### src/rtl/fft_twiddle_bfly_ctrl_if.sv
// Handshake bundle between the butterfly controller, the stage memory reader/writer
// and the twiddle multiplier (en/outValid protocol).
interface fft_twiddle_bfly_ctrl_if;
  logic        in_valid;
  logic        in_ready;
  logic [15:0] in_a_i;
  logic [15:0] in_a_q;
  logic [15:0] in_b_i;
  logic [15:0] in_b_q;
  logic [15:0] in_k;
  logic        mul_en;
  logic [15:0] mul_data_i;
  logic [15:0] mul_data_q;
  logic [15:0] mul_fi_deg;
  logic        mul_valid;
  logic [15:0] mul_out_i;
  logic [15:0] mul_out_q;
  logic        out_valid;
  logic        out_ready;
  logic [15:0] out_x0_i;
  logic [15:0] out_x0_q;
  logic [15:0] out_x1_i;
  logic [15:0] out_x1_q;
  logic        err;

  // controller side
  modport master (
    input  in_valid, in_a_i, in_a_q, in_b_i, in_b_q, in_k,
    output in_ready,
    output mul_en, mul_data_i, mul_data_q, mul_fi_deg,
    input  mul_valid, mul_out_i, mul_out_q,
    output out_valid, out_x0_i, out_x0_q, out_x1_i, out_x1_q,
    input  out_ready,
    output err
  );

  // environment side: reader, writer and multiplier
  modport slave (
    output in_valid, in_a_i, in_a_q, in_b_i, in_b_q, in_k,
    input  in_ready,
    input  mul_en, mul_data_i, mul_data_q, mul_fi_deg,
    output mul_valid, mul_out_i, mul_out_q,
    input  out_valid, out_x0_i, out_x0_q, out_x1_i, out_x1_q,
    output out_ready,
    input  err
  );
endinterface

### src/rtl/fft_twiddle_bfly_ctrl.sv
// Radix-2 butterfly controller: issues b/k to the twiddle multiplier, waits for w,
// emits a+w / a-w with shift or saturation. Optional watchdog: FFT_BFLY_WDOG_EN.
module fft_twiddle_bfly_ctrl #(
  parameter int SCALE   = 1,
  parameter int TIMEOUT = 64
) (
  input logic                     clk,
  input logic                     rst,
  fft_twiddle_bfly_ctrl_if.master bus
);

  typedef enum logic [2:0] {
    IDLE      = 3'd0,
    ISSUE     = 3'd1,
    WAIT_LOW  = 3'd2,
    WAIT_HIGH = 3'd3,
    OUT       = 3'd4,
    ERR       = 3'd5
  } state_t;

  state_t      state_r;
  logic        in_ready_r;
  logic        issue_r;
  logic        out_valid_r;
  logic        err_r;
  logic [15:0] a_i_r;
  logic [15:0] a_q_r;
  logic [15:0] b_i_r;
  logic [15:0] b_q_r;
  logic [15:0] k_r;
  logic [15:0] x0_i_r;
  logic [15:0] x0_q_r;
  logic [15:0] x1_i_r;
  logic [15:0] x1_q_r;
  logic        capture_s;

`ifdef FFT_BFLY_WDOG_EN
  localparam logic [15:0] WD_LAST = 16'(TIMEOUT - 1);
  logic [15:0] wd_cnt_r;
`endif

  function automatic logic [15:0] sat16(input logic [16:0] s);
    if (s[16] != s[15]) begin
      return s[16] ? 16'h8000 : 16'h7fff;
    end else begin
      return s[15:0];
    end
  endfunction

  // One lane of the butterfly with 17-bit headroom before scaling.
  function automatic logic [15:0] bfly_lane(input logic [15:0] a, input logic [15:0] w,
                                            input logic sub);
    logic [16:0] s;
    if (sub) begin
      s = {a[15], a} - {w[15], w};
    end else begin
      s = {a[15], a} + {w[15], w};
    end
    if (SCALE != 0) begin
      return s[16:1];
    end else begin
      return sat16(s);
    end
  endfunction

  // A high outValid in either wait state means the multiplier result is ready.
  assign capture_s = ((state_r == WAIT_LOW) || (state_r == WAIT_HIGH)) && bus.mul_valid;

  // mul_en is gated by the live outValid so a request never lands on a busy multiplier.
  assign bus.mul_en     = issue_r & bus.mul_valid;
  assign bus.in_ready   = in_ready_r;
  assign bus.mul_data_i = b_i_r;
  assign bus.mul_data_q = b_q_r;
  assign bus.mul_fi_deg = k_r;
  assign bus.out_valid  = out_valid_r;
  assign bus.out_x0_i   = x0_i_r;
  assign bus.out_x0_q   = x0_q_r;
  assign bus.out_x1_i   = x1_i_r;
  assign bus.out_x1_q   = x1_q_r;
  assign bus.err        = err_r;

  // Transaction FSM with its registered handshake and data outputs.
  always_ff @(posedge clk) begin
    if (rst) begin
      state_r     <= IDLE;
      in_ready_r  <= 1'b1;
      issue_r     <= 1'b0;
      out_valid_r <= 1'b0;
      err_r       <= 1'b0;
      a_i_r       <= 16'd0;
      a_q_r       <= 16'd0;
      b_i_r       <= 16'd0;
      b_q_r       <= 16'd0;
      k_r         <= 16'd0;
      x0_i_r      <= 16'd0;
      x0_q_r      <= 16'd0;
      x1_i_r      <= 16'd0;
      x1_q_r      <= 16'd0;
`ifdef FFT_BFLY_WDOG_EN
      wd_cnt_r    <= 16'd0;
`endif
    end else begin
`ifdef FFT_BFLY_WDOG_EN
      wd_cnt_r <= ((state_r == WAIT_LOW) || (state_r == WAIT_HIGH)) ? wd_cnt_r + 16'd1 : 16'd0;
`endif
      case (state_r)
        IDLE: begin
          if (bus.in_valid) begin
            a_i_r      <= bus.in_a_i;
            a_q_r      <= bus.in_a_q;
            b_i_r      <= bus.in_b_i;
            b_q_r      <= bus.in_b_q;
            k_r        <= bus.in_k;
            in_ready_r <= 1'b0;
            issue_r    <= 1'b1;
            state_r    <= ISSUE;
          end
        end
        ISSUE: begin
          if (bus.mul_valid) begin
            issue_r <= 1'b0;
            state_r <= WAIT_LOW;
          end
        end
        WAIT_LOW, WAIT_HIGH: begin
          if (capture_s) begin
            x0_i_r      <= bfly_lane(a_i_r, bus.mul_out_i, 1'b0);
            x0_q_r      <= bfly_lane(a_q_r, bus.mul_out_q, 1'b0);
            x1_i_r      <= bfly_lane(a_i_r, bus.mul_out_i, 1'b1);
            x1_q_r      <= bfly_lane(a_q_r, bus.mul_out_q, 1'b1);
            out_valid_r <= 1'b1;
            state_r     <= OUT;
`ifdef FFT_BFLY_WDOG_EN
          end else if (wd_cnt_r == WD_LAST) begin
            err_r   <= 1'b1;
            state_r <= ERR;
`endif
          end else if (state_r == WAIT_LOW) begin
            state_r <= WAIT_HIGH;
          end
        end
        OUT: begin
          if (bus.out_ready) begin
            out_valid_r <= 1'b0;
            in_ready_r  <= 1'b1;
            state_r     <= IDLE;
          end
        end
        ERR: begin
          // Locked until rst; keep the handshakes quiet.
          in_ready_r  <= 1'b0;
          out_valid_r <= 1'b0;
          issue_r     <= 1'b0;
        end
        default: begin
          state_r     <= IDLE;
          in_ready_r  <= 1'b1;
          issue_r     <= 1'b0;
          out_valid_r <= 1'b0;
        end
      endcase
    end
  end

endmodule

### src/flat_wrapper.sv
// flat-port wrapper written by rule: the top's interface ports become plain ports
module fft_twiddle_bfly_ctrl_flat 
#(
  parameter int SCALE   = 1,
  parameter int TIMEOUT = 64
)
  (clk, rst, bus_in_valid, bus_in_a_i, bus_in_a_q, bus_in_b_i, bus_in_b_q, bus_in_k, bus_in_ready, bus_mul_en, bus_mul_data_i, bus_mul_data_q, bus_mul_fi_deg, bus_mul_valid, bus_mul_out_i, bus_mul_out_q, bus_out_valid, bus_out_x0_i, bus_out_x0_q, bus_out_x1_i, bus_out_x1_q, bus_out_ready, bus_err);
  fft_twiddle_bfly_ctrl_if bus_i ();
  input logic clk;
  input logic rst;
  input wire logic [$bits(bus_i.in_valid)-1:0] bus_in_valid;
  input wire logic [$bits(bus_i.in_a_i)-1:0] bus_in_a_i;
  input wire logic [$bits(bus_i.in_a_q)-1:0] bus_in_a_q;
  input wire logic [$bits(bus_i.in_b_i)-1:0] bus_in_b_i;
  input wire logic [$bits(bus_i.in_b_q)-1:0] bus_in_b_q;
  input wire logic [$bits(bus_i.in_k)-1:0] bus_in_k;
  output wire logic [$bits(bus_i.in_ready)-1:0] bus_in_ready;
  output wire logic [$bits(bus_i.mul_en)-1:0] bus_mul_en;
  output wire logic [$bits(bus_i.mul_data_i)-1:0] bus_mul_data_i;
  output wire logic [$bits(bus_i.mul_data_q)-1:0] bus_mul_data_q;
  output wire logic [$bits(bus_i.mul_fi_deg)-1:0] bus_mul_fi_deg;
  input wire logic [$bits(bus_i.mul_valid)-1:0] bus_mul_valid;
  input wire logic [$bits(bus_i.mul_out_i)-1:0] bus_mul_out_i;
  input wire logic [$bits(bus_i.mul_out_q)-1:0] bus_mul_out_q;
  output wire logic [$bits(bus_i.out_valid)-1:0] bus_out_valid;
  output wire logic [$bits(bus_i.out_x0_i)-1:0] bus_out_x0_i;
  output wire logic [$bits(bus_i.out_x0_q)-1:0] bus_out_x0_q;
  output wire logic [$bits(bus_i.out_x1_i)-1:0] bus_out_x1_i;
  output wire logic [$bits(bus_i.out_x1_q)-1:0] bus_out_x1_q;
  input wire logic [$bits(bus_i.out_ready)-1:0] bus_out_ready;
  output wire logic [$bits(bus_i.err)-1:0] bus_err;
  assign bus_i.in_valid = bus_in_valid;
  assign bus_i.in_a_i = bus_in_a_i;
  assign bus_i.in_a_q = bus_in_a_q;
  assign bus_i.in_b_i = bus_in_b_i;
  assign bus_i.in_b_q = bus_in_b_q;
  assign bus_i.in_k = bus_in_k;
  assign bus_in_ready = bus_i.in_ready;
  assign bus_mul_en = bus_i.mul_en;
  assign bus_mul_data_i = bus_i.mul_data_i;
  assign bus_mul_data_q = bus_i.mul_data_q;
  assign bus_mul_fi_deg = bus_i.mul_fi_deg;
  assign bus_i.mul_valid = bus_mul_valid;
  assign bus_i.mul_out_i = bus_mul_out_i;
  assign bus_i.mul_out_q = bus_mul_out_q;
  assign bus_out_valid = bus_i.out_valid;
  assign bus_out_x0_i = bus_i.out_x0_i;
  assign bus_out_x0_q = bus_i.out_x0_q;
  assign bus_out_x1_i = bus_i.out_x1_i;
  assign bus_out_x1_q = bus_i.out_x1_q;
  assign bus_i.out_ready = bus_out_ready;
  assign bus_err = bus_i.err;
  fft_twiddle_bfly_ctrl #(.SCALE(SCALE), .TIMEOUT(TIMEOUT)) u_core (.clk(clk), .rst(rst), .bus(bus_i));
endmodule
### config.mk
export PLATFORM = sky130hd
export DESIGN_NAME = fft_twiddle_bfly_ctrl_flat
export DESIGN_NICKNAME = d
export VERILOG_FILES = /design/src/rtl/fft_twiddle_bfly_ctrl_if.sv /design/src/rtl/fft_twiddle_bfly_ctrl.sv /design/src/flat_wrapper.sv
export SDC_FILE = /design/constraint.sdc
export NUM_CORES = 1
export LEC_CHECK = 0
export ABC_AREA = 1
export BUFFER_PORTS_ARGS = -buffer_cell sky130_fd_sc_hd__buf_2
export CAP_MARGIN = 20
export CORE_ASPECT_RATIO = 1.1
export CORE_MARGIN = 2
export CORE_UTILIZATION = 55
export DETAILED_ROUTE_END_ITERATION = 12
export HOLD_SLACK_MARGIN = 0.08
export PLACE_DENSITY = 0.89
export RECOVER_POWER = 100
export SLEW_MARGIN = 20
export SYNTH_ARGS = -nofsm -noshare
export SYNTH_HDL_FRONTEND = slang
export SYNTH_SLANG_ARGS = --single-unit
### constraint.sdc
create_clock -name clk -period 2 [get_ports clk]
set_clock_uncertainty 0.05 [all_clocks]
set_input_delay 0.2 -clock clk [delete_from_list [all_inputs] [get_ports clk]]
set_output_delay 0.2 -clock clk [all_outputs]
set_load 0.005 [all_outputs]
# Yosys cells after proc, flatten, opt, wreduce, memory -nomap -nowiden
# Index checks and enable logic that the tools add are counted.
# word_totals
ff_bits	150
inputBits	117
# op_classes
addsub	4
eq_ne	10
muxes	15
n_bitwise	5
n_reduce_logical	13
# op_table
cell	count
16-bit by 16-bit adder with 17-bit output	2
16-bit by 16-bit subtractor with 17-bit output	2
3-bit 2-to-1 mux	5
3-bit case mux with 5 select lines	1
3-bit AND reduction	3
3-bit by 2-bit == test with 1-bit output, second input constant	2
3-bit == test, second input constant	2
1-bit 2-to-1 mux	6
2-bit inequality test, second input constant	3
1-bit case mux with 3 select lines	2
3-bit OR reduction	2
5-bit AND reduction	1
1-bit NOT	4
1-bit case mux with 4 select lines	1
2-bit AND reduction	2
2-bit OR reduction	2
3-bit by 1-bit == test with 1-bit output, second input constant	1
3-bit logical NOT	1
3-bit by 1-bit inequality test with 1-bit output, second input constant	1
2-bit by 1-bit inequality test with 1-bit output, second input constant	1
1-bit AND	1
1-bit logical AND	1
1-bit logical OR	1

# Depth between registers and ports, before layout
# logic_depth
depth_word	5
depth_mapped	15
mapped_depth_nobuf	15

# Least setup slack after synthesis
# Ideal clock, no wire load.
# synth_path
path_kind	reg2reg
from	reg u_core.a_i_r[0]
to	reg u_core.x1_i_r[13] (netlist: u_core.bus.out_x1_i[13])
setup_ps	117
arrival_ps	1573
required_time_ps	1833
setup_slack_ps	260
path_stages_with_launch	15
cell_sequence	dfxtp_1 inv_1 nand2_1 inv_1 fa_1 inv_1 nand2_1 nand2_1 nand2_1 o21bai_2 nand2_1 nand3_1 nand2_1 nor2_1 nor2_1
# synth_between
elab_chain_cells	1
# synth_lines
element	line_no	rtl
start: declaration	fft_twiddle_bfly_ctrl.sv:26	logic [15:0] a_i_r;
start signal: assignment	fft_twiddle_bfly_ctrl.sv:109	a_i_r <= bus.in_a_i;
16-bit by 16-bit subtractor with 17-bit output	fft_twiddle_bfly_ctrl.sv:55	s = {a[15], a} - {w[15], w};
end signal: assignment	fft_twiddle_bfly_ctrl.sv:129	x1_i_r <= bfly_lane(a_i_r, bus.mul_out_i, 1'b1);
end: declaration	fft_twiddle_bfly_ctrl.sv:33	logic [15:0] x1_i_r;
# No other way between the ends.
# A chain may end at the register's enable or synchronous reset.

# Worst setup path after layout
# layout_path
from	reg u_core.a_q_r[11]
to	reg u_core.x0_q_r[14] (netlist: u_core.bus.out_x0_q[14])
# layout_between
elab_chain_cells	1
# layout_lines
element	line_no	rtl
start: declaration	fft_twiddle_bfly_ctrl.sv:27	logic [15:0] a_q_r;
start signal: assignment	fft_twiddle_bfly_ctrl.sv:110	a_q_r <= bus.in_a_q;
16-bit by 16-bit adder with 17-bit output	fft_twiddle_bfly_ctrl.sv:57	s = {a[15], a} + {w[15], w};
end signal: assignment	fft_twiddle_bfly_ctrl.sv:128	x0_q_r <= bfly_lane(a_q_r, bus.mul_out_q, 1'b0);
end: declaration	fft_twiddle_bfly_ctrl.sv:32	logic [15:0] x0_q_r;
# No other way between the ends.

==> metrics.md <==
| Metric | Value |
|---|---|
| Synthesized Nets | `roughly 1,600` |
| Ports | `233` |
| Initial antenna violation count | `0` |
| Layout area overhead | `28.8%` |
| Post-CTS Setup Bufs | `0` |
| Most common cell after layout, fill and taps aside | `nand2_1` |
| Hold Crit Class | `in -> reg` |
| Rows | `50` |
| Die ar. | `0.0182 mm²` |
| Simple-gate portion of the synthesized area | `0.224` |
| Fin crit share | `0.947` |
| Num CTS Buffers | `17` |
| # port buffers | `approximately 230` |
| GRT Resource Usage Total | `0.313` |
| Number of global-route vias before repair | `about 9,700` |
| Clk slew on worst S/H paths | `0.06 ns` |
| Crit path launch type | `register` |
| Worst Path Buf+Inv | `4` |
| Power Dens Cells | `around 1200 mW/mm²` |
| F_max | `528 MHz` |
| CTS H-tree depth | `4` |
| Predominant post-synthesis flop cell | `dfxtp_1` |
| Drt via density | `~5.2` |
| Die X | `around 130 µm` |
| Sequential area share after synthesis | `0.318` |
| Layout Nets | `1,925` |
| Syn_area_per_cell | `6.46 µm²` |
| Number of clock sinks | `150` |
| DRC viols | `0` |
| Synthesis warning total | `0` |
| Most frequent cells in the layout | `335 x nand2_1, 313 x inv_1, 159 x buf_2` |
| VDD IR max | `0.825 mV` |
| CP max stage delay | `0.47 ns` |
| Crit path top cell by count | `nand2_1` |
| GR Overflow Total | `0` |
| Critical Path Source | `u_core.a_q_r[11]$_SDFFE_PP0P_` |
| Xor/xnor share of the synthesized area | `0.0186` |
| Setup TNS | `0 ns` |
| Slew headroom | `0.375` |
| Worst-margin pin slew | `around 0.94 ns` |
| First-pass iteration count of the detailed router | `7` |
| Area of the multi-input gates | `around 0.005 mm²` |
| Diodes inserted | `0` |
| # fillers | `1,386` |
| Critical path depth | `12` |
| FF+latch area | `0.00300 mm²` |
| Adder-Cell Fraction of Synth Area | `0.0881` |
| RD Place Congestion | `0.975` |
| Register bit total from synthesis | `150` |
| CP Class | `reg -> reg` |
| Cells after synthesis | `around 1,500` |
| R2R Path Start | `u_core.a_q_r[11]$_SDFFE_PP0P_` |
| Mux cell area share after synthesis | `0` |
| Detailed Route Iter0 Violations | `570` |
| Layout Utilization | `0.719` |
| Max cap viols | `0` |
| Cells on worst reg2reg path | `12` |
| Final HPWL DP | `around 20 mm` |
| Critical path's slowest cell | `ha_1` |
| CP delay by family, top | `adder cells` |
| Hold wc startpoint | `bus_out_ready` |
| Largest net degree at the start of global routing | `72` |
| Initial Util | `0.559` |
| Worst Hold Depth | `4` |
| Critical Path AT | `2.17 ns` |
| Remaining antenna violation count | `0` |
| Die Y | `141 µm` |
| Worst hold slack | `approximately 0.090 ns` |
| CP endpoint kind | `register` |
| Final hold violation count | `0` |
| Synth cell types | `35` |
| Max-slew violation count | `0` |
| Worst-skew pair later-pin latency | `0.43 ns` |
| Layout cells sized above 1 | `0.147` |
| Core footprint | `roughly 0.017 mm²` |
| Pleak | `~6.6 nW` |
| RSZ-0062 raised after global routing | `false` |
| # setup viols final | `0` |
| First-pass GRT wire length | `~46 mm` |
| WL final | `28.9 mm` |
| Main combinational cell family by area after synthesis | `simple AND/OR/NAND/NOR gates` |
| Vias | `10,200` |
| Status | `finished clean` |
| Root buffer cell | `clkbuf_16` |
| WL per Instance | `between 10 and 15 µm` |
| Clock tree from TritonCTS | `built` |
| Post-Syn Area | `between 0.009 and 0.01 mm²` |
| Max FO, Critical Path | `8` |
| Synth Area in Compound Gates | `0.186` |
| Crit path cell chain | `ha_1, inv_1, nand2_1, inv_1, nand2_1, inv_1, a21oi_1, nand2_1, nand2_1, nand3_1, nand2_1, inv_1` |
| Worst endpoint required time | `2.28 ns` |
| Post-synth EDFFs | `0` |
| Tmin final | `1.89 ns` |
| Clock Tree Buf Depth | `2` |
| Asr flop ratio synth | `0` |
registers in the layout, summed over array words and instances, names as in the netlist:
register,flops
u_core.a_i_r,16
u_core.bus.out_x1_i,16
u_core.a_q_r,16
u_core.bus.out_x1_q,16
u_core.bus.out_x0_i,16
u_core.bus.mul_fi_deg,16
u_core.bus.mul_data_i,16
u_core.state_r,3
u_core.bus.mul_data_q,16
u_core.issue_r,1
u_core.bus.out_x0_q,16
u_core.bus.in_ready,1
u_core.bus.out_valid,1
path summary, 6_finish.rpt:
check / endpoint / slack, ns
worst max-delay path: u_core.bus.out_x0_q[14]$_SDFFE_PP0P_ / 0.11
worst min-delay path: u_core.bus.out_valid$_SDFFE_PP0P_ / 0.09
worst max register to register: u_core.bus.out_x0_q[14]$_SDFFE_PP0P_ / 0.11
worst min register to register: u_core.bus.mul_data_q[15]$_SDFFE_PP0P_ / 0.40
per-layer routing:
| metal | track usage | up-vias | wire (µm) | share of wire |
|---|---|---|---|---|
| li1 | - | 5062 | - | - |
| met4 | 0.125 | 0 | 957 | 0.033 |
| met3 | 0.0709 | 79 | 1980 | 0.068 |
| met2 | 0.539 | 420 | 13900 | 0.48 |
| met1 | 0.378 | 4606 | 12100 | 0.42 |
| met5 | 0 | - | 0 | 0 |
layout make-up:
cell class                      instances  share of cell area
Clock buffer                           18              0.0361
Timing Repair Buffer                  330               0.171
Clock inverter                         14              0.0135
Multi-Input combinational cell        923               0.411
Tap cell                              208              0.0214
Sequential cell                       150               0.247
Inverter                              322              0.0995
tightest hold or removal path: stages:
cell and delay, ns:
buf_2 0.09, nor2_1 0.05, nor2_1 0.12, a211oi_1 0.06
Yosys cell counts, types with 2 or more instances:
cell type	number	area share
a21oi_1	138	0.073
and2_1	4	0.0027
buf_2	32	0.017
buf_4	3	0.0024
buf_6	6	0.0072
clkbuf_1	23	0.0092
dfxtp_1	150	0.32
fa_1	4	0.0085
ha_1	60	0.080
inv_1	309	0.12
inv_2	12	0.0048
nand2_1	345	0.14
nand3_1	84	0.045
nand4_1	4	0.0027
nor2_1	62	0.025
nor2_2	4	0.0027
nor3_1	9	0.0048
o211ai_1	6	0.0048
o21a_1	26	0.021
o21ai_0	119	0.063
o21ai_1	2	0.0011
o21bai_1	26	0.021
or2_2	2	0.0013
xor2_1	19	0.018
stage by stage:
stage	power, W	setup slack (ns)	instances	instance area [µm²]
2_1_floorplan	0.00838	0.260	1460	9430
4_1_cts	0.0139	0.0174	1965	12200
3_3_place_gp	0.0102	0.103	1854	10800
6_report	0.0140	0.106	1965	12100
5_1_grt	0.0150	0.00326	1965	12100
3_5_place_dp	0.0104	0.0394	1854	10800
cell families (layout without fill, tap and decap cells):
group                    after synthesis  count (layout)
AND/OR/NAND/NOR                      518             518
buffers and inverters                387             684
AO/OA/AOI/OAI                        320             320
flip-flops                           150             150
adder cells (fa/ha/maj)               64              64
XOR/XNOR                              20              20
other                                  1               1
power breakdown:
group	switching, W	total, W	leakage [nW]	internal, W
clock	0.00143	0.00335	0.297	0.00191
combinational	0.00395	0.00628	5.02	0.00233
sequential	0.000568	0.00440	1.23	0.00383
total	0.00595	0.0140	6.55	0.00807
repair_timing:
item,4_1_cts,5_1_grt
hold buffers,79,0
endpoints found under the hold margin,85,0
gates resized for setup,0,35
setup endpoints to repair,0,23
No activity file was read; power rests on OpenSTA's default activity.
